$ cat src/rtl/ex_muldiv.sv
// Iterative RV32M multiply/divide unit: radix-2 shift-add multiplier and restoring
// divider sharing one 64-bit accumulator, one operand register and one counter.
module ex_muldiv #(
   parameter int XLEN = 32,
   parameter int ITER = 32
) (
   input  logic            clk,
   input  logic            rst,
   input  logic            start_i,
   input  logic [2:0]      funct3_i,
   input  logic [XLEN-1:0] rs1_i,
   input  logic [XLEN-1:0] rs2_i,
   input  logic [4:0]      rd_i,
   input  logic            flush_i,
   output logic            stall_o,
   output logic            busy_o,
   output logic            done_o,
   output logic [XLEN-1:0] result_o,
   output logic [4:0]      rd_o
);

   localparam logic [2:0] F_MUL    = 3'b000;
   localparam logic [2:0] F_MULH   = 3'b001;
   localparam logic [2:0] F_MULHSU = 3'b010;
   localparam logic [2:0] F_MULHU  = 3'b011;
   localparam logic [2:0] F_DIV    = 3'b100;
   localparam logic [2:0] F_DIVU   = 3'b101;
   localparam logic [2:0] F_REM    = 3'b110;
   localparam logic [2:0] F_REMU   = 3'b111;

   localparam logic [5:0]      LAST_ITER = 6'(ITER - 1);
   localparam logic [XLEN-1:0] MIN_INT   = {1'b1, {(XLEN-1){1'b0}}};

   typedef enum logic [1:0] {S_IDLE, S_CALC, S_DONE} state_t;

   state_t          state_q, state_d;
   logic [5:0]      cnt_q, cnt_d;
   logic [2:0]      funct3_q, funct3_d;
   logic [4:0]      rd_q, rd_d;
   logic [4:0]      rd_out_q, rd_out_d;
   logic [XLEN-1:0] opb_q, opb_d;
   logic [XLEN-1:0] hi_q, hi_d;
   logic [XLEN-1:0] lo_q, lo_d;
   logic [XLEN-1:0] result_q, result_d;
   logic            neg_a_q, neg_a_d;
   logic            neg_b_q, neg_b_d;
   logic            done_q, done_d;

   // Start-time decode of the incoming instruction
   logic            sign_a, sign_b;
   logic            in_neg_a, in_neg_b;
   logic [XLEN-1:0] mag_a, mag_b;
   logic            div_zero, div_ovf, special;
   logic [XLEN-1:0] special_res;

   always_comb begin
      sign_a = (funct3_i == F_MULH) || (funct3_i == F_MULHSU) ||
               (funct3_i == F_DIV)  || (funct3_i == F_REM);
      sign_b = (funct3_i == F_MULH) || (funct3_i == F_DIV) || (funct3_i == F_REM);
      in_neg_a = sign_a & rs1_i[XLEN-1];
      in_neg_b = sign_b & rs2_i[XLEN-1];
      mag_a = in_neg_a ? (~rs1_i + 1'b1) : rs1_i;
      mag_b = in_neg_b ? (~rs2_i + 1'b1) : rs2_i;

      div_zero = funct3_i[2] && (rs2_i == '0);
      div_ovf  = funct3_i[2] && !funct3_i[0] && (rs1_i == MIN_INT) && (rs2_i == '1);
      special  = div_zero || div_ovf;

      if (div_zero) begin
         special_res = funct3_i[1] ? rs1_i : '1;
      end else begin
         special_res = funct3_i[1] ? '0 : MIN_INT;
      end
   end

   // One datapath iteration, chosen by operation class
   logic [XLEN:0]     add_sum;
   logic [XLEN:0]     shifted;
   logic [XLEN+1:0]   diff_full;
   logic              q_bit;
   logic [XLEN-1:0]   hi_nx, lo_nx;

   always_comb begin
      add_sum   = {1'b0, hi_q} + (lo_q[0] ? {1'b0, opb_q} : {(XLEN+1){1'b0}});
      shifted   = {hi_q, lo_q[XLEN-1]};
      diff_full = {1'b0, shifted} - {2'b00, opb_q};
      q_bit     = ~|diff_full[XLEN+1:XLEN];

      if (funct3_q[2]) begin
         hi_nx = q_bit ? diff_full[XLEN-1:0] : shifted[XLEN-1:0];
         lo_nx = {lo_q[XLEN-2:0], q_bit};
      end else begin
         hi_nx = add_sum[XLEN:1];
         lo_nx = {add_sum[0], lo_q[XLEN-1:1]};
      end
   end

   // Sign correction applied to the final iteration's value
   logic [2*XLEN-1:0] prod_raw, prod_fix;
   logic [XLEN-1:0]   quo_fix, rem_fix;
   logic [XLEN-1:0]   final_res;

   always_comb begin
      prod_raw = {hi_nx, lo_nx};
      prod_fix = (neg_a_q ^ neg_b_q) ? (~prod_raw + 1'b1) : prod_raw;
      quo_fix  = (neg_a_q ^ neg_b_q) ? (~lo_nx + 1'b1) : lo_nx;
      rem_fix  = neg_a_q ? (~hi_nx + 1'b1) : hi_nx;

      case (funct3_q)
         F_MUL:                      final_res = prod_fix[XLEN-1:0];
         F_MULH, F_MULHSU, F_MULHU:  final_res = prod_fix[2*XLEN-1:XLEN];
         F_DIV, F_DIVU:              final_res = quo_fix;
         F_REM, F_REMU:              final_res = rem_fix;
         default:                    final_res = '0;
      endcase
   end

   always_comb begin
      state_d  = state_q;
      cnt_d    = cnt_q;
      funct3_d = funct3_q;
      rd_d     = rd_q;
      rd_out_d = rd_out_q;
      opb_d    = opb_q;
      hi_d     = hi_q;
      lo_d     = lo_q;
      result_d = result_q;
      neg_a_d  = neg_a_q;
      neg_b_d  = neg_b_q;
      done_d   = 1'b0;

      case (state_q)
         S_IDLE: begin
            if (start_i && !flush_i) begin
               funct3_d = funct3_i;
               rd_d     = rd_i;
               neg_a_d  = in_neg_a;
               neg_b_d  = in_neg_b;
               cnt_d    = '0;
               if (special) begin
                  state_d  = S_DONE;
                  result_d = special_res;
                  rd_out_d = rd_i;
                  done_d   = 1'b1;
               end else begin
                  state_d = S_CALC;
                  hi_d    = '0;
                  lo_d    = mag_a;
                  opb_d   = mag_b;
               end
            end
         end
         S_CALC: begin
            if (flush_i) begin
               state_d = S_IDLE;
            end else begin
               hi_d  = hi_nx;
               lo_d  = lo_nx;
               cnt_d = cnt_q + 6'd1;
               if (cnt_q == LAST_ITER) begin
                  state_d  = S_DONE;
                  result_d = final_res;
                  rd_out_d = rd_q;
                  done_d   = 1'b1;
               end
            end
         end
         S_DONE: begin
            state_d = S_IDLE;
         end
         default: begin
            state_d = S_IDLE;
         end
      endcase
   end

   always_ff @(posedge clk or posedge rst) begin
      if (rst) begin
         state_q  <= S_IDLE;
         cnt_q    <= '0;
         funct3_q <= '0;
         rd_q     <= '0;
         rd_out_q <= '0;
         opb_q    <= '0;
         hi_q     <= '0;
         lo_q     <= '0;
         result_q <= '0;
         neg_a_q  <= 1'b0;
         neg_b_q  <= 1'b0;
         done_q   <= 1'b0;
      end else begin
         state_q  <= state_d;
         cnt_q    <= cnt_d;
         funct3_q <= funct3_d;
         rd_q     <= rd_d;
         rd_out_q <= rd_out_d;
         opb_q    <= opb_d;
         hi_q     <= hi_d;
         lo_q     <= lo_d;
         result_q <= result_d;
         neg_a_q  <= neg_a_d;
         neg_b_q  <= neg_b_d;
         done_q   <= done_d;
      end
   end

   // A flush landing on the DONE cycle suppresses the handoff
   assign done_o   = done_q & ~flush_i;
   assign busy_o   = (state_q != S_IDLE);
   assign stall_o  = ~rst & (((state_q == S_IDLE) & start_i & ~flush_i) | (state_q == S_CALC));
   assign result_o = result_q;
   assign rd_o     = rd_out_q;

endmodule

$ cat config.mk
export PLATFORM = sky130hd
export DESIGN_NAME = ex_muldiv
export DESIGN_NICKNAME = d
export VERILOG_FILES = /design/src/rtl/ex_muldiv.sv
export SDC_FILE = /design/constraint.sdc
export NUM_CORES = 1
export LEC_CHECK = 0
export CAP_MARGIN = 20
export CORE_UTILIZATION = 55
export CTS_CLUSTER_SIZE = 16
export DETAILED_ROUTE_END_ITERATION = 6
export PLACE_DENSITY_LB_ADDON = 0.08
export SYNTH_ARGS = -nofsm -noshare
export SYNTH_HDL_FRONTEND = slang
export SYNTH_SLANG_ARGS = --single-unit
export TNS_END_PERCENT = 5
$ cat constraint.sdc
create_clock -name clk -period 5.52 [get_ports clk]
set_clock_uncertainty 0.15 [all_clocks]
set_input_delay 1.104 -clock clk [delete_from_list [all_inputs] [get_ports clk]]
set_output_delay 1.104 -clock clk [all_outputs]
set_load 0.02 [all_outputs]
Word-level counts from Yosys, hierarchy flattened. Cells that the tools add are included.

Muxes and demuxes: 44. Reduce and logical (&&, ||, !) cells: 29. Equality and inequality tests: 21. Add/subtract/negate cells: 8. Bitwise logic cells: 16.

Operators by type and width (count): 32-bit two-way mux (21); 32-bit one-hot mux with 2 select lines (3); 32-bit by 1-bit adder with 32-bit output, second input constant (4); 32-bit NOT (4); 32-bit one-hot mux with 4 select lines (1); 64-bit by 1-bit adder with 64-bit output, second input constant (1); 32-bit == test, second input constant (2); 64-bit two-way mux (1); 64-bit NOT (1); 33-bit by 32-bit subtractor with 34-bit output (1); 32-bit by 32-bit adder with 33-bit output (1); 32-bit logical NOT (1); 5-bit two-way mux (4); 3-bit == test, second input constant (6); 6-bit two-way mux (2); 6-bit one-hot mux with 2 select lines (1); 2-bit inequality test, second input constant (5); 5-bit one-hot mux with 2 select lines (1); 3-bit by 2-bit == test with 1-bit output, second input constant (3); 2-bit two-way mux (4); 6-bit by 1-bit adder with 6-bit output, second input constant (1); 1-bit bitwise AND (6); 3-bit by 1-bit == test with 1-bit output, second input constant (2); 6-bit by 5-bit == test with 1-bit output, second input constant (1); 20 further kinds (41).

Output and inout bits: 40. Flip-flop bits (word level): 152. Input bits: 76. Logic and storage cells: 130.

Logic depth before layout (Yosys ltp).
Word-level depth: 11. Gate-level depth with buffers: 24. Mapped depth without buffers: 22.

Least setup slack after synthesis. Ideal clock, no wire load.

Path kind: reg-to-reg. From: register funct3_q[2]. To: register result_q[6], in the netlist result_o[6]. Path slack: -0.153 ns. Path buffers: 10. Arrival time: 5.387 ns. Stages on the path, launching flop included: 23. Required time: 5.234 ns. Setup time: 0.136 ns. Cells stage by stage: dfrtp_1 buf_2 buf_2 buf_1 buf_1 buf_2 buf_2 buf_1 buf_1 mux2_2 inv_1 ha_1 o21ai_0 or2_2 clkbuf_1 nor3_1 nand3_1 clkbuf_1 o31ai_1 xnor2_1 o22ai_1 a221oi_1 a21oi_1.

Cells in the longest elaborated chain, start to end: 8.

RTL lines: start, declared (RTL line 38) `logic [2:0] funct3_q, funct3_d;`; start signal, assigned (RTL line 194) `funct3_q <= funct3_d;`; 32-bit two-way mux (RTL line 89) `if (funct3_q[2]) begin`; 64-bit NOT, or another cell as far along (RTL line 105) `prod_fix = (neg_a_q ^ neg_b_q) ? (~prod_raw + 1'b1) : prod_raw;`; 64-bit by 1-bit adder with 64-bit output, or another cell as far along (RTL line 105); 64-bit two-way mux, or another cell as far along (RTL line 105); 32-bit one-hot mux with 4 select lines * (RTL line 109) `case (funct3_q)`; 32-bit two-way mux * (RTL line 160) `if (cnt_q == LAST_ITER) begin`; 32-bit two-way mux * (RTL line 154) `if (flush_i) begin`; 32-bit one-hot mux with 2 select lines * (RTL line 132) `case (state_q)`; end signal, assigned (RTL line 200) `result_q <= result_d;`; end, declared (RTL line 44) `logic [XLEN-1:0] result_q, result_d;`.

Every way passes the cells marked *; elsewhere a longest branch is shown, timed or not. The select of a mux whose other input is x is not followed. A chain may end at the register's enable or synchronous reset.

Worst setup path in the final report.
From: register lo_q[31]. To: register result_q[28], in the netlist result_o[28].

Cells in the longest elaborated chain, start to end: 11.

RTL lines: start, declared (RTL line 43) `logic [XLEN-1:0] lo_q, lo_d;`; start signal, assigned (RTL line 199) `lo_q <= lo_d;`; 33-bit by 32-bit subtractor with 34-bit output (RTL line 86) `diff_full = {1'b0, shifted} - {2'b00, opb_q};`; 2-bit OR reduction (RTL line 87) `q_bit = ~|diff_full[XLEN+1:XLEN];`; 32-bit two-way mux / 1-bit logical NOT (equally long branches) (RTL line 90, 87); 32-bit two-way mux (RTL line 89); 64-bit NOT, or another cell as far along (RTL line 105); 64-bit by 1-bit adder with 64-bit output, or another cell as far along (RTL line 105); 64-bit two-way mux, or another cell as far along (RTL line 105); 32-bit one-hot mux with 4 select lines * (RTL line 109); 32-bit two-way mux * (RTL line 160); 32-bit two-way mux * (RTL line 154); 32-bit one-hot mux with 2 select lines * (RTL line 132).

Marks and branches as above.

==> results.md <==
- Status: completed
- Detail Route Antenna Nets: 0
- R2R cell count: 23
- Vias per cell: 6.664
- Clock Power Share: 0.170
- Clock Tree Root: clkbuf_16
- P_leak: 0.007870 uW
- Pre-CTS WS: 0.05539 ns
- Routed WL: 62.06 mm
- Seq pwr share: 0.212
- Core Region: 28090 um2
- Worst Setup SP: lo_q[31]$_DFFE_PP0P_
- Final period util: 0.9743
- Comb power frac: 0.617
- Largest net degree at the start of global routing: 90
- CP Data Required Time: 5.71 ns
- Fmax: 185.9 MHz
- Reg area: 3807 um2
- Post-synth top flop: dfrtp_1
- Synth cell types: 105
- Top post-synthesis cells by area: dfrtp_1 24%, a21oi_1 6.3%, nand2_1 6.3%
- Inserted Clock Buffers: 17
- Flop and latch count out of synthesis: 152
- RSZ-0062 raised after global routing: yes
- CTS tree: built
- Area Growth Syn to Fin: 17.38%
- Final Worst Setup Slack: 0.1421 ns
- P_sw: 3658 uW
- Final Max Slew Viols: 0
- Mapped Cells: 2133
- Area of the multi-input gates: 11380 um2
- Fin. Hold Viols: 0
- Effective utilization at floorplan: 0.5637
- Synthesized area per cell: 7.423 um2
- Diodes inserted: 0
- Die ar.: 29470 um2
- Pre-antenna DRT Iters: 6
- Max VDD drop: 358.6 uV
- Tmin final: 5.378 ns
- Initial antenna violation count: 1
- WL per Instance: 23.40 um
- Cell Pwr Density: 393.7 nW/um2
- Max_cap viols: 0
- NumNets Final: 2409
- Reg2Reg Launch Point: lo_q[31]$_DFFE_PP0P_
- Critical path class: flop to flop
- Synth Net Count: 2281
- Die height: 171.7 um
- FFs w/ async S/R, synth: 1.000
- Detailed Route Iter0 Violations: 2343
- Yosys top cell area share: 0.2402
- # Post-CTS Setup Buffers: 0
- Final hold slack: 0.3284 ns
- Chip Width: 171.7 um
- Worst R2R End: result_o[28]$_DFFE_PP0P_
- First-pass GRT wire length: 94.72 mm
- Synth Warn #: 0
- Clk Latency, worst-skew pair: 0.47 ns
- CTS Buffer Depth: 2
- Post-DP HPWL: 48.48 mm
- Worst Tran Pin Value: 1.129 ns
- H-tree level count: 4
- Post-synth EDFFs: 0
- Cell area after synthesis: 15830 um2
- Final setup vio count: 0
- # rows: 61
- Reg-to-reg slack, setup: 0.14 ns
- Crit start category: flop
- Vias: 17674
- CTS sink cnt: 152
- Fillers: 2555
- Residual DRC count: 0
- GPL Wtd Cong: 1.131
- Sw frac: 0.4999
- CP endpoint kind: flop
- Port Buffers: 115
- Clk slew on worst S/H paths: 0.07 ns
- Internal: 3659 uW
- Cell accounting for the most synthesized area: dfrtp_1
- Relative slew margins: 0.2432
- Grt ovf: 0
- Layout cells sized above 1: 0.1003
- Vias in the first global route: 16232
- Max Fanout on Critical Path: 7
- Critical Path AT: 5.57 ns
- I/O Pins: 116
- GRT Util Overall: 0.4273
- Crit path to: result_o[28]$_DFFE_PP0P_
- Worst hold-check path type: flop to flop
- Sequential-to-total area share from yosys stat: 0.2402
## registers in the layout (all words and copies together), names as in the netlist
name and cells:
hi_q 32, lo_q 32, opb_q 32, result_o 32, cnt_q 6, rd_o 5, rd_q 5, funct3_q 3
state_q 2, done_q 1, neg_a_q 1, neg_b_q 1
## worst min-delay path by stage
stage,startpoint,end,slack (ns),cells past startpoint
floorplan,state_q[1]$_DFFE_PP0P_,state_q[0]$_DFFE_PP0P_,0.29,1
global placement,rd_q[3]$_DFFE_PP0P_,rd_q[3]$_DFFE_PP0P_,0.31,2
detailed placement,rd_q[4]$_DFFE_PP0P_,rd_q[4]$_DFFE_PP0P_,0.31,2
CTS,rd_q[4]$_DFFE_PP0P_,rd_q[4]$_DFFE_PP0P_,0.33,2
global route,state_q[1]$_DFFE_PP0P_,state_q[0]$_DFFE_PP0P_,0.36,1
finish,rd_q[0]$_DFFE_PP0P_,rd_q[0]$_DFFE_PP0P_,0.33,2
## layout by cell type, fill, tap and decap left out, drive strengths merged, types with 23 or more instances in the layout
master / netlist / final
nor2b: 30 / 30
dfrtp: 152 / 152
buf: 29 / 107
mux2i: 29 / 29
xnor2: 95 / 95
a31oi: 40 / 40
nor2: 189 / 189
and2: 52 / 52
nand2: 267 / 267
o21ai: 197 / 197
nand4: 25 / 25
xor2: 71 / 71
clkdlybuf4s50: 0 / 115
o31ai: 30 / 30
nand3: 32 / 32
nor3: 75 / 75
ha: 70 / 70
inv: 88 / 91
a21oi: 201 / 201
a21o: 23 / 23
## power groups by stage
stage | Sequential (uW) | Combinational (uW) | Clock [uW]
after global routing | 1570 | 4840 | 1280
final | 1550 | 4520 | 1250
after CTS | 1540 | 4320 | 1250
after floorplan | 1450 | 2960 | 0
after global placement | 1560 | 4250 | 0
after detailed placement | 1560 | 4290 | 0
## per-stage QoR
stage | TNS [ns] | util | instance area [um2] | std cells | total power, uW
2_1_floorplan | 0 | - | 15840 | 2133 | 4408
3_3_place_gp | 0 | 0.6374 | 17900 | 2619 | 5811
3_5_place_dp | 0 | 0.6376 | 17910 | 2620 | 5858
4_1_cts | 0 | 0.6588 | 18500 | 2652 | 7113
5_1_grt | -0.2329 | 0.6618 | 18590 | 2652 | 7700
6_report | 0 | 0.6618 | 18590 | 2652 | 7317
## logic make-up after synthesis
logic type,share of synthesized area
mux,0.02687
buf+inv,0.05065
fa+ha+maj,0.05784
xor+xnor,0.09182
flops,0.2402
compound gates,0.2955
simple gates,0.2371
## layout make-up
| cell class | instances | area share |
|---|---|---|
| clock buffer | 20 | 0.02457 |
| clock inverter | 12 | 0.007540 |
| inverter | 89 | 0.01824 |
| multi-input combinational | 1779 | 0.6124 |
| sequential | 152 | 0.2048 |
| tap | 378 | 0.02545 |
| timing repair buffer | 222 | 0.1070 |
## cells in the mapped netlist, drive strengths merged (17+ instances only)
cell	count
o22ai	21
a31oi	40
nand3	32
ha	70
nor3	75
a21o	23
nand2	267
a21oi	201
o31ai	30
mux2i	29
clkbuf	84
xor2	71
buf	29
o221ai	17
and2	52
nor2	189
nand4	25
nor2b	30
o21ai	197
inv	88
a211oi	21
xnor2	95
dfrtp	152
## metal layers
| metal | routed length (um) | global-route usage | up-vias |
|---|---|---|---|
| met5 | 11 | 0 | - |
| li1 | - | - | 8026 |
| met2 | 25370 | 0.6052 | 1085 |
| met3 | 7853 | 0.1203 | 167 |
| met4 | 2409 | 0.1793 | 2 |
| met1 | 26410 | 0.6009 | 8394 |
## critical path, cell delays in order, from the launching register on
cell      delay [ns]
dfrtp_1         0.44
inv_1           0.10
ha_1            0.17
inv_1           0.06
fa_1            0.42
a211oi_2        0.26
nor3_2          0.11
o211a_1         0.29
o211a_1         0.34
nor2_1          0.16
a21boi_1        0.15
o211ai_1        0.17
ha_1            0.21
o21ai_0         0.12
or2_2           0.39
nor3_2          0.20
buf_4           0.21
nand2_1         0.10
or2_2           0.32
o31ai_2         0.23
xor2_1          0.13
a221oi_2        0.24
buf_4           0.18
o21ai_0         0.09
## repair_timing
action                                  CTS  global route
resized for setup                         0            15
hold buffers                              0             0
endpoints found under the setup margin    0            19
No activity file was read; power rests on OpenSTA's default activity.
